[src/rtl/rv_core_pkg.sv]
// Shared definitions for the RV32I core front end: widths, the fetch FSM
// state type and the default reset PC.
package rv_core_pkg;

  localparam int XLEN       = 32;
  localparam int INST_BYTES = 4;

  localparam logic [XLEN-1:0] DEFAULT_RESET_PC = 32'h0000_0000;

  typedef enum logic [1:0] {
    FETCH = 2'd0,
    WAIT  = 2'd1,
    HOLD  = 2'd2
  } fetch_state_e;

  // Sequential successor of a fetch address; wraps modulo 2^XLEN.
  function automatic logic [XLEN-1:0] next_pc(input logic [XLEN-1:0] pc);
    return pc + XLEN'(INST_BYTES);
  endfunction

endpackage

[src/rtl/ifetch_hold_buf.sv]
// One-entry {data, pc, valid} buffer that parks a fetched word while the
// decoder's output slot is still occupied. Flush wins over load and unload.
module ifetch_hold_buf
  import rv_core_pkg::*;
(
  input  logic            clk,
  input  logic            rst,
  input  logic            load_i,
  input  logic            unload_i,
  input  logic            flush_i,
  input  logic [XLEN-1:0] data_i,
  input  logic [XLEN-1:0] pc_i,
  output logic [XLEN-1:0] data_o,
  output logic [XLEN-1:0] pc_o,
  output logic            valid_o
);

  logic [XLEN-1:0] data_q, data_d;
  logic [XLEN-1:0] pc_q, pc_d;
  logic            valid_q, valid_d;

  always_comb begin
    data_d  = data_q;
    pc_d    = pc_q;
    valid_d = valid_q;
    if (unload_i) begin
      valid_d = 1'b0;
    end
    if (load_i) begin
      data_d  = data_i;
      pc_d    = pc_i;
      valid_d = 1'b1;
    end
    if (flush_i) begin
      valid_d = 1'b0;
    end
  end

  always_ff @(posedge clk) begin
    if (rst) begin
      data_q  <= '0;
      pc_q    <= '0;
      valid_q <= 1'b0;
    end else begin
      data_q  <= data_d;
      pc_q    <= pc_d;
      valid_q <= valid_d;
    end
  end

  assign data_o  = data_q;
  assign pc_o    = pc_q;
  assign valid_o = valid_q;

endmodule

[src/rtl/instruction_fetch.sv]
// RV32I instruction fetch: PC, one-outstanding imem requests, output register
// feeding the decoder, hold buffer for backpressure, redirect flush.
// Optional misaligned-redirect check: define IFETCH_MISALIGN_CHECK_EN.
module instruction_fetch
  import rv_core_pkg::*;
#(
  parameter logic [XLEN-1:0] RESET_PC = DEFAULT_RESET_PC
) (
  input  logic            clk,
  input  logic            rst,
  output logic            imem_req_valid,
  input  logic            imem_req_ready,
  output logic [XLEN-1:0] imem_req_addr,
  input  logic            imem_resp_valid,
  input  logic [XLEN-1:0] imem_resp_data,
  input  logic            redirect_valid,
  input  logic [XLEN-1:0] redirect_pc,
  input  logic            id_ready,
  output logic [XLEN-1:0] instruction_code,
  output logic            en,
  output logic [XLEN-1:0] inst_pc,
  output logic            fetch_misaligned,
  output fetch_state_e    dbg_state
);

  // Handshakes: a request transfers on a cycle with imem_req_valid &&
  // imem_req_ready; a response is taken whenever imem_resp_valid is high;
  // the output is consumed on a cycle with en && id_ready.

  fetch_state_e    state_q, state_d;
  logic [XLEN-1:0] pc_q, pc_d;
  logic            drop_q, drop_d;
  logic            en_q, en_d;
  logic [XLEN-1:0] code_q, code_d;
  logic [XLEN-1:0] ipc_q, ipc_d;
  logic            mis_q, mis_d;

  logic            hb_load, hb_unload, hb_flush, hb_valid;
  logic [XLEN-1:0] hb_data, hb_pc;

  logic [XLEN-1:0] redirect_target;
  logic            redirect_mis;
  logic            req_block;
  logic            req_fire;
  logic            slot_free;

`ifdef IFETCH_MISALIGN_CHECK_EN
  assign redirect_target = redirect_pc;
  assign redirect_mis    = |redirect_pc[1:0];
  assign req_block       = mis_q;
`else
  logic unused_redirect_low;
  assign unused_redirect_low = ^redirect_pc[1:0];
  assign redirect_target     = {redirect_pc[XLEN-1:2], 2'b00};
  assign redirect_mis        = 1'b0;
  assign req_block           = 1'b0;
`endif

  assign imem_req_valid = (state_q == FETCH) && !req_block;
  assign imem_req_addr  = pc_q;
  assign req_fire       = imem_req_valid && imem_req_ready;
  assign slot_free      = !en_q || id_ready;

  always_comb begin
    state_d   = state_q;
    pc_d      = pc_q;
    drop_d    = drop_q;
    en_d      = en_q;
    code_d    = code_q;
    ipc_d     = ipc_q;
    mis_d     = mis_q;
    hb_load   = 1'b0;
    hb_unload = 1'b0;
    hb_flush  = 1'b0;

    if (en_q && id_ready) begin
      en_d = 1'b0;
    end

    unique case (state_q)
      FETCH: begin
        if (req_fire) begin
          state_d = WAIT;
        end
      end
      WAIT: begin
        if (imem_resp_valid) begin
          if (drop_q) begin
            drop_d  = 1'b0;
            state_d = FETCH;
          end else if (slot_free) begin
            code_d  = imem_resp_data;
            ipc_d   = pc_q;
            en_d    = 1'b1;
            pc_d    = next_pc(pc_q);
            state_d = FETCH;
          end else begin
            hb_load = 1'b1;
            pc_d    = next_pc(pc_q);
            state_d = HOLD;
          end
        end
      end
      HOLD: begin
        if (id_ready && hb_valid) begin
          code_d    = hb_data;
          ipc_d     = hb_pc;
          en_d      = 1'b1;
          hb_unload = 1'b1;
          state_d   = FETCH;
        end
      end
      default: state_d = FETCH;
    endcase

    // A request still in flight after a redirect must have its word dropped.
    if (redirect_valid) begin
      pc_d     = redirect_target;
      mis_d    = redirect_mis;
      en_d     = 1'b0;
      hb_flush = 1'b1;
      if ((state_q == FETCH && req_fire) || (state_q == WAIT && !imem_resp_valid)) begin
        state_d = WAIT;
        drop_d  = 1'b1;
      end else begin
        state_d = FETCH;
        drop_d  = 1'b0;
      end
    end
  end

  always_ff @(posedge clk) begin
    if (rst) begin
      state_q <= FETCH;
      pc_q    <= RESET_PC;
      drop_q  <= 1'b0;
      en_q    <= 1'b0;
      code_q  <= '0;
      ipc_q   <= '0;
      mis_q   <= 1'b0;
    end else begin
      state_q <= state_d;
      pc_q    <= pc_d;
      drop_q  <= drop_d;
      en_q    <= en_d;
      code_q  <= code_d;
      ipc_q   <= ipc_d;
      mis_q   <= mis_d;
    end
  end

  ifetch_hold_buf u_hold_buf (
    .clk      (clk),
    .rst      (rst),
    .load_i   (hb_load),
    .unload_i (hb_unload),
    .flush_i  (hb_flush),
    .data_i   (imem_resp_data),
    .pc_i     (pc_q),
    .data_o   (hb_data),
    .pc_o     (hb_pc),
    .valid_o  (hb_valid)
  );

  assign instruction_code = code_q;
  assign en               = en_q;
  assign inst_pc          = ipc_q;
  assign fetch_misaligned = mis_q;
  assign dbg_state        = state_q;

endmodule

[config.mk]
export PLATFORM = sky130hd
export DESIGN_NAME = instruction_fetch
export DESIGN_NICKNAME = d
export VERILOG_FILES = /design/src/rtl/rv_core_pkg.sv /design/src/rtl/ifetch_hold_buf.sv /design/src/rtl/instruction_fetch.sv
export SDC_FILE = /design/constraint.sdc
export NUM_CORES = 1
export LEC_CHECK = 0
export CAP_MARGIN = 10
export CORE_MARGIN = 10
export CORE_UTILIZATION = 50
export DETAILED_ROUTE_END_ITERATION = 8
export GPL_TIMING_DRIVEN = 1
export PLACE_DENSITY = 0.91
export RECOVER_POWER = 25
export SYNTH_ARGS = -nofsm -noshare
export SYNTH_HDL_FRONTEND = slang
export SYNTH_SLANG_ARGS = --single-unit
[constraint.sdc]
create_clock -name clk -period 3.05 [get_ports clk]
set_input_delay 0.61 -clock clk [delete_from_list [all_inputs] [get_ports clk]]
set_output_delay 0.61 -clock clk [all_outputs]
set_load 0.02 [all_outputs]
==> results.toml, run 1 <==
[outcome]
status = "finished, final reports clean"

[place]
port_buffers = 163
dp.cells = 1126
place.gp.congestion = 0.901
hpwl_microns = 14600

[logic_synthesis]
synth_top_cell_by_area = "dfxtp_1"
synth-edff-count = 0
yosys_warnings = 0
synth.area.top_cells = "dfxtp_1, a21oi_1, mux2i_1"
ys_seq_elements = 159
netlist.area_leader.share_pct = 44.9
syn_area_per_cell_sq_um = 8.44
synthTopCellsByCount = "dfxtp_1, nand2_1, a21oi_1"
async_reset_ff_share_pct = 0
syn_inst = 840
synthFlopType = "dfxtp_1"
ys_seq_area_share_pct = 44.9
synth_most_common_cell = "dfxtp_1"
syn-cell-area_sq_um = 7090
yosysUniqueCellTypes = 49

[global_route]
grt_max_degree = 93
grt_pass1_wl_microns = 34400
antenna_found_initial = 2
grt_pass1_vias = 6532
track_usage_pct = 21.4
grt_overflow_total = 0

[floorplanning]
pin_count = 171
core_area_sq_um = 13900
floorplan.rows = 43
initial_core_util_pct = 51.1
die_area_sq_um = 19300
die_h_microns = 139
dieWidth_microns = 139

[setup_path]
path_max_fanout = 12
start_kind = "register"
cpMaxStageDelayCell = "or4_1"
crit_required_ns = 3.35
crit_type = "reg -> reg"
arrival_ns = 2.91
crit_chain = "inv_1, ha_1, nand3b_1, or4_1, o21ai_0, or3b_2"
max_stage_delay_ns = 0.67
cp-end-kind = "register"

[clock_tree]
cts_setup_buffers = 0
clock_latency_ns = 0.43
clockBufferDepth = 2
postCtsHoldBufs = 0
htreeDepth = 4
cts_resized = 0
clk_pin_slew_ns = 0.06
cts_root_buf = "clkbuf_16"
numCtsBuffers = 17
numClockSinks = 159
cts_tree = "done"

[drt]
vias = 6808
wl_per_cell_microns = 18.5
top_layer = "met4"
routed_via_density = 5.87
drc = 0
wl_met1_microns = 8780
wl_microns = 21500
first_pass_iters = 5
dr_wl_met2_microns = 10300
drt_iter0_markers = 556
drtAntennaViolNets = 0
dr_wl_met3_microns = 1840

[sta]
clock_skew_ns = 0.00645
slew_headroom_pct = 37.7
period_needed_ns = 2.62
finalSetupViolCount = 0
setup_tns_ns = 0
rsz0062_at_grt = "false"
tightest_slew_ns = 0.934
fmax_mhz = 382
slew_viol_final = 0
hold_viol_final = 0
finalCritPeriodShare_pct = 85.8

[pwr]
switchingPower_mw = 1.35
p_total_mw = 5.34
swShare_pct = 25.3
pwr-share-seq_pct = 42.6
combPwrFrac_pct = 13.9
p_clk_share_pct = 43.5
ir_drop_mv = 0.498
p_leak_nw = 3.18
pwr_density_cell_nw_per_um2 = 561
p_int_mw = 3.99

[layout]
nets = 1040
finalNonFillerCells = 1160
utilization_pct = 68.6
syn_to_final_growth_pct = 34.3
drive_gt1_share_pct = 6.13

[min_path]
hp-class = "reg -> reg"

[job]
maxCapViolations = 0
==> sequential cells by signal (all words and copies together) (netlist names) <==
signal	cells
en	1
instruction_code	32
u_hold_buf.pc_o	30
u_hold_buf.data_o	32
inst_pc	30
imem_req_addr	30
dbg_state	2
u_hold_buf.valid_o	1
drop_q	1
==> per-stage QoR <==
step	cell area [sq um]	hold WS, ns	worst slack [ns]
3_3_place_gp	8880	0.441	0.225
5_1_grt	9520	0.472	0.259
4_1_cts	9520	0.456	0.460
3_5_place_dp	8880	0.447	0.170
2_1_floorplan	7100	0.436	0.700
6_report	9520	0.452	0.434
==> worst max-delay path: cells and delay by family, from the launching register on <==
| kind | cells | cell delay (ns) |
|---|---|---|
| flops | 1 | 0.36 |
| buf+inv | 1 | 0.11 |
| fa+ha+maj | 1 | 0.33 |
| compound gates | 1 | 0.19 |
| simple gates | 3 | 1.50 |
==> cells by family after synthesis <==
| family | after synthesis | synth area share [%] |
|---|---|---|
| and+or+nand+nor | 263 | 17.2 |
| AOI/OAI and AO/OA | 247 | 21.6 |
| DFF | 159 | 44.9 |
| buffers and inverters | 92 | 5.21 |
| muxes | 63 | 8.90 |
| xor gates and xnor gates | 10 | 1.24 |
| adders and majority gates | 5 | 0.882 |
| other | 1 | 0.0529 |
==> cell usage in the layout, fill, tap and decap left out, types with 4 or more instances in the layout <==
cell               n
dlygate4sd3_1     54
buf_12             5
mux2i_1           63
clkinv_2           4
nand3_1           19
buf_4             15
clkbuf_16         17
or3_1              7
dfxtp_1          159
clkdlybuf4s50_1  108
xor2_1             5
xnor2_1            5
nand2_1          150
ha_1               4
nor3_1             4
bufinv_16          5
nand4_1            8
nor3b_1            4
inv_1             11
or4_1             13
nor2_1            28
a311oi_1          10
o21ai_0           10
a211oi_1          72
nor4_1            10
a21oi_1          132
o31ai_1            6
conb_1             5
==> worst paths after layout <==
kind                                                    startpoint                                 end  slack, ns  depth (start not counted)
worst max-delay path                     dbg_state[1]$_SDFFE_PP0P_      imem_req_addr[28]$_SDFFE_PP0P_       0.43                          6
worst min-delay path            u_hold_buf.data_o[30]$_SDFFE_PP0P_  u_hold_buf.data_o[30]$_SDFFE_PP0P_       0.45                          2
worst max register to register           dbg_state[1]$_SDFFE_PP0P_      imem_req_addr[28]$_SDFFE_PP0P_       0.43                          6
worst min register to register  u_hold_buf.data_o[30]$_SDFFE_PP0P_  u_hold_buf.data_o[30]$_SDFFE_PP0P_       0.45                          2
==> layer usage <==
layer	vias to the layer above	track usage (%)
met5	-	0
met3	43	7.19
met4	0	9.99
met2	267	34.0
met1	3220	25.5
li1	3278	-
==> cell type report <==
cell class / count / area (sq um)
inverters: 11 / 41.3
multi-input cells: 593 / 3590
clock buffers: 21 / 450
repair buffers: 183 / 1840
clock inverters: 11 / 186
well taps: 180 / 225
flip-flops and latches: 159 / 3180
fillers: 1040 / 4360
diodes: 2 / 5.00
==> power groups by stage <==
stage / combinational, mW / sequential, mW / clock (mW)
floorplan: 0.285 / 2.40 / 0
global placement: 0.746 / 2.31 / 0
detailed placement: 0.762 / 2.32 / 0
CTS: 0.766 / 2.27 / 2.35
global route: 0.799 / 2.29 / 2.43
finish: 0.743 / 2.28 / 2.32
Note: power is estimated with default switching activity, not from simulation.
==> inputs of run 2 (changes only) <==
--- a/config.mk
+++ b/config.mk
@@ -10,8 +10,7 @@
 export CORE_UTILIZATION = 50
 export DETAILED_ROUTE_END_ITERATION = 8
 export GPL_TIMING_DRIVEN = 1
-export PLACE_DENSITY = 0.91
-export RECOVER_POWER = 25
+export PLACE_DENSITY = 0.8
 export SYNTH_ARGS = -nofsm -noshare
 export SYNTH_HDL_FRONTEND = slang
 export SYNTH_SLANG_ARGS = --single-unit
==> results.toml, run 2 (synthesis results as in run 1) <==
[outcome]
status = "finished, final reports clean"

[floorplanning]
pin_count = 171
initial_core_util_pct = 51.1
die_area_sq_um = 19300
dieWidth_microns = 139
core_area_sq_um = 13900
floorplan.rows = 43
die_h_microns = 139

[sta]
hold_viol_final = 0
tightest_slew_ns = 0.554
slew_headroom_pct = 63.1
clock_skew_ns = 0.00744
rsz0062_at_grt = "false"
fmax_mhz = 390
finalSetupViolCount = 0
setup_tns_ns = 0
slew_viol_final = 0
period_needed_ns = 2.56
finalCritPeriodShare_pct = 84.1

[place]
hpwl_microns = 14100
dp.cells = 1125
place.gp.congestion = 0.864
port_buffers = 163

[layout]
nets = 1039
n_antenna_cell = 0
syn_to_final_growth_pct = 33.5
utilization_pct = 68.2
drive_gt1_share_pct = 6.55
final_common_cell = "clkdlybuf4s50_1"
multi_input_area_sq_um = 3590
n_fill_cell = 1148
mostFrequentLayoutCells = "clkdlybuf4s50_1, dfxtp_1, nand2_1"
register_area_sq_um = 3180
finalNonFillerCells = 1157

[drt]
drc = 0
wl_microns = 21100
drtAntennaViolNets = 0
first_pass_iters = 5
drt_iter0_markers = 513
vias = 6691
wl_per_cell_microns = 18.2
routed_via_density = 5.78

[clock_tree]
cts_tree = "done"
cts_setup_buffers = 0
clockBufferDepth = 2
numCtsBuffers = 17
clock_latency_ns = 0.42
numClockSinks = 159
cts_resized = 0
postCtsHoldBufs = 0
clk_pin_slew_ns = 0.06
htreeDepth = 4
cts_root_buf = "clkbuf_16"

[pwr]
pwr_density_cell_nw_per_um2 = 551
ir_drop_mv = 0.363
p_leak_nw = 2.98

[setup_path]
start_kind = "register"
cp-end-kind = "register"
worst-path-buf-inv = 0
crit_type = "reg -> reg"
reg2reg_slack_ns = 0.49
crit_chain = "nand4_1, or4_1, or4_1, a311oi_1"
rr_endpoint = "imem_req_addr[24]$_SDFFE_PP0P_"
path_max_fanout = 12
crit_family = "simple AND/OR/NAND/NOR gates"
arrival_ns = 2.89
r2r-start = "imem_req_addr[13]$_SDFFE_PP0P_"
cpMaxStageDelayCell = "or4_1"
max_stage_delay_ns = 0.79
reg2reg_depth = 4
cpMostUsedCell = "or4_1"
crit_required_ns = 3.38

[global_route]
track_usage_pct = 21.2
grt_pass1_wl_microns = 34000
antenna_found_initial = 1
grt_pass1_vias = 6253
grt_overflow_total = 0
grt_max_degree = 99

[min_path]
holdCritStartpoint = "u_hold_buf.data_o[26]$_SDFFE_PP0P_"
min_to = "u_hold_buf.data_o[26]$_SDFFE_PP0P_"
holdPathStages = 2
hp-class = "reg -> reg"

[job]
maxCapViolations = 0
## run 2: metal layers
metal	global-route usage, %	vias up	share of wire, %
met4	7.52	0	2.0
met2	32.8	248	47
met5	0	-	0
met1	27.0	3150	42
li1	-	3263	-
met3	6.85	30	8.8
## run 2: final cells by class
cell class                 instances  area share [%]
multi-input combinational        593            37.9
sequential                       159            33.6
timing repair buffer             182            19.2
clock buffer                      19            4.68
tap                              180            2.38
clock inverter                    13            1.72
inverter                          11           0.436
## run 2: worst max path at each step
stage                                               from                        endpoint  depth (start not counted)
after floorplan            imem_req_addr[2]$_SDFFE_PP0P_  imem_req_addr[20]$_SDFFE_PP0P_                          6
after global placement                   imem_resp_valid  imem_req_addr[28]$_SDFFE_PP0P_                          5
after detailed placement                 imem_resp_valid  imem_req_addr[18]$_SDFFE_PP0P_                          6
after CTS                 imem_req_addr[13]$_SDFFE_PP0P_  imem_req_addr[24]$_SDFFE_PP0P_                          4
after global routing      imem_req_addr[13]$_SDFFE_PP0P_  imem_req_addr[24]$_SDFFE_PP0P_                          4
final                     imem_req_addr[13]$_SDFFE_PP0P_  imem_req_addr[24]$_SDFFE_PP0P_                          4
## run 2: metrics by stage
stage	cell area, sq um	hold slack (ns)	setup slack [ns]	power, mW
after global placement	8860	0.440	0.307	3.06
after global routing	9470	0.467	0.371	5.41
final	9470	0.454	0.486	5.21
after CTS	9470	0.455	0.513	5.24
after floorplan	7100	0.436	0.700	2.69
after detailed placement	8860	0.446	0.284	3.08
## run 2: worst min-delay path: stages, from the launching register on
cell     delay (ns)
dfxtp_1        0.31
nand2_1        0.05
a21oi_1        0.05
## run 2: power breakdown
group          internal (mW)  total, mW  switching [mW]
Clock                   1.31       2.18           0.873
Combinational          0.362      0.754           0.392
Sequential              2.17       2.28           0.103
Total                   3.85       5.21            1.37
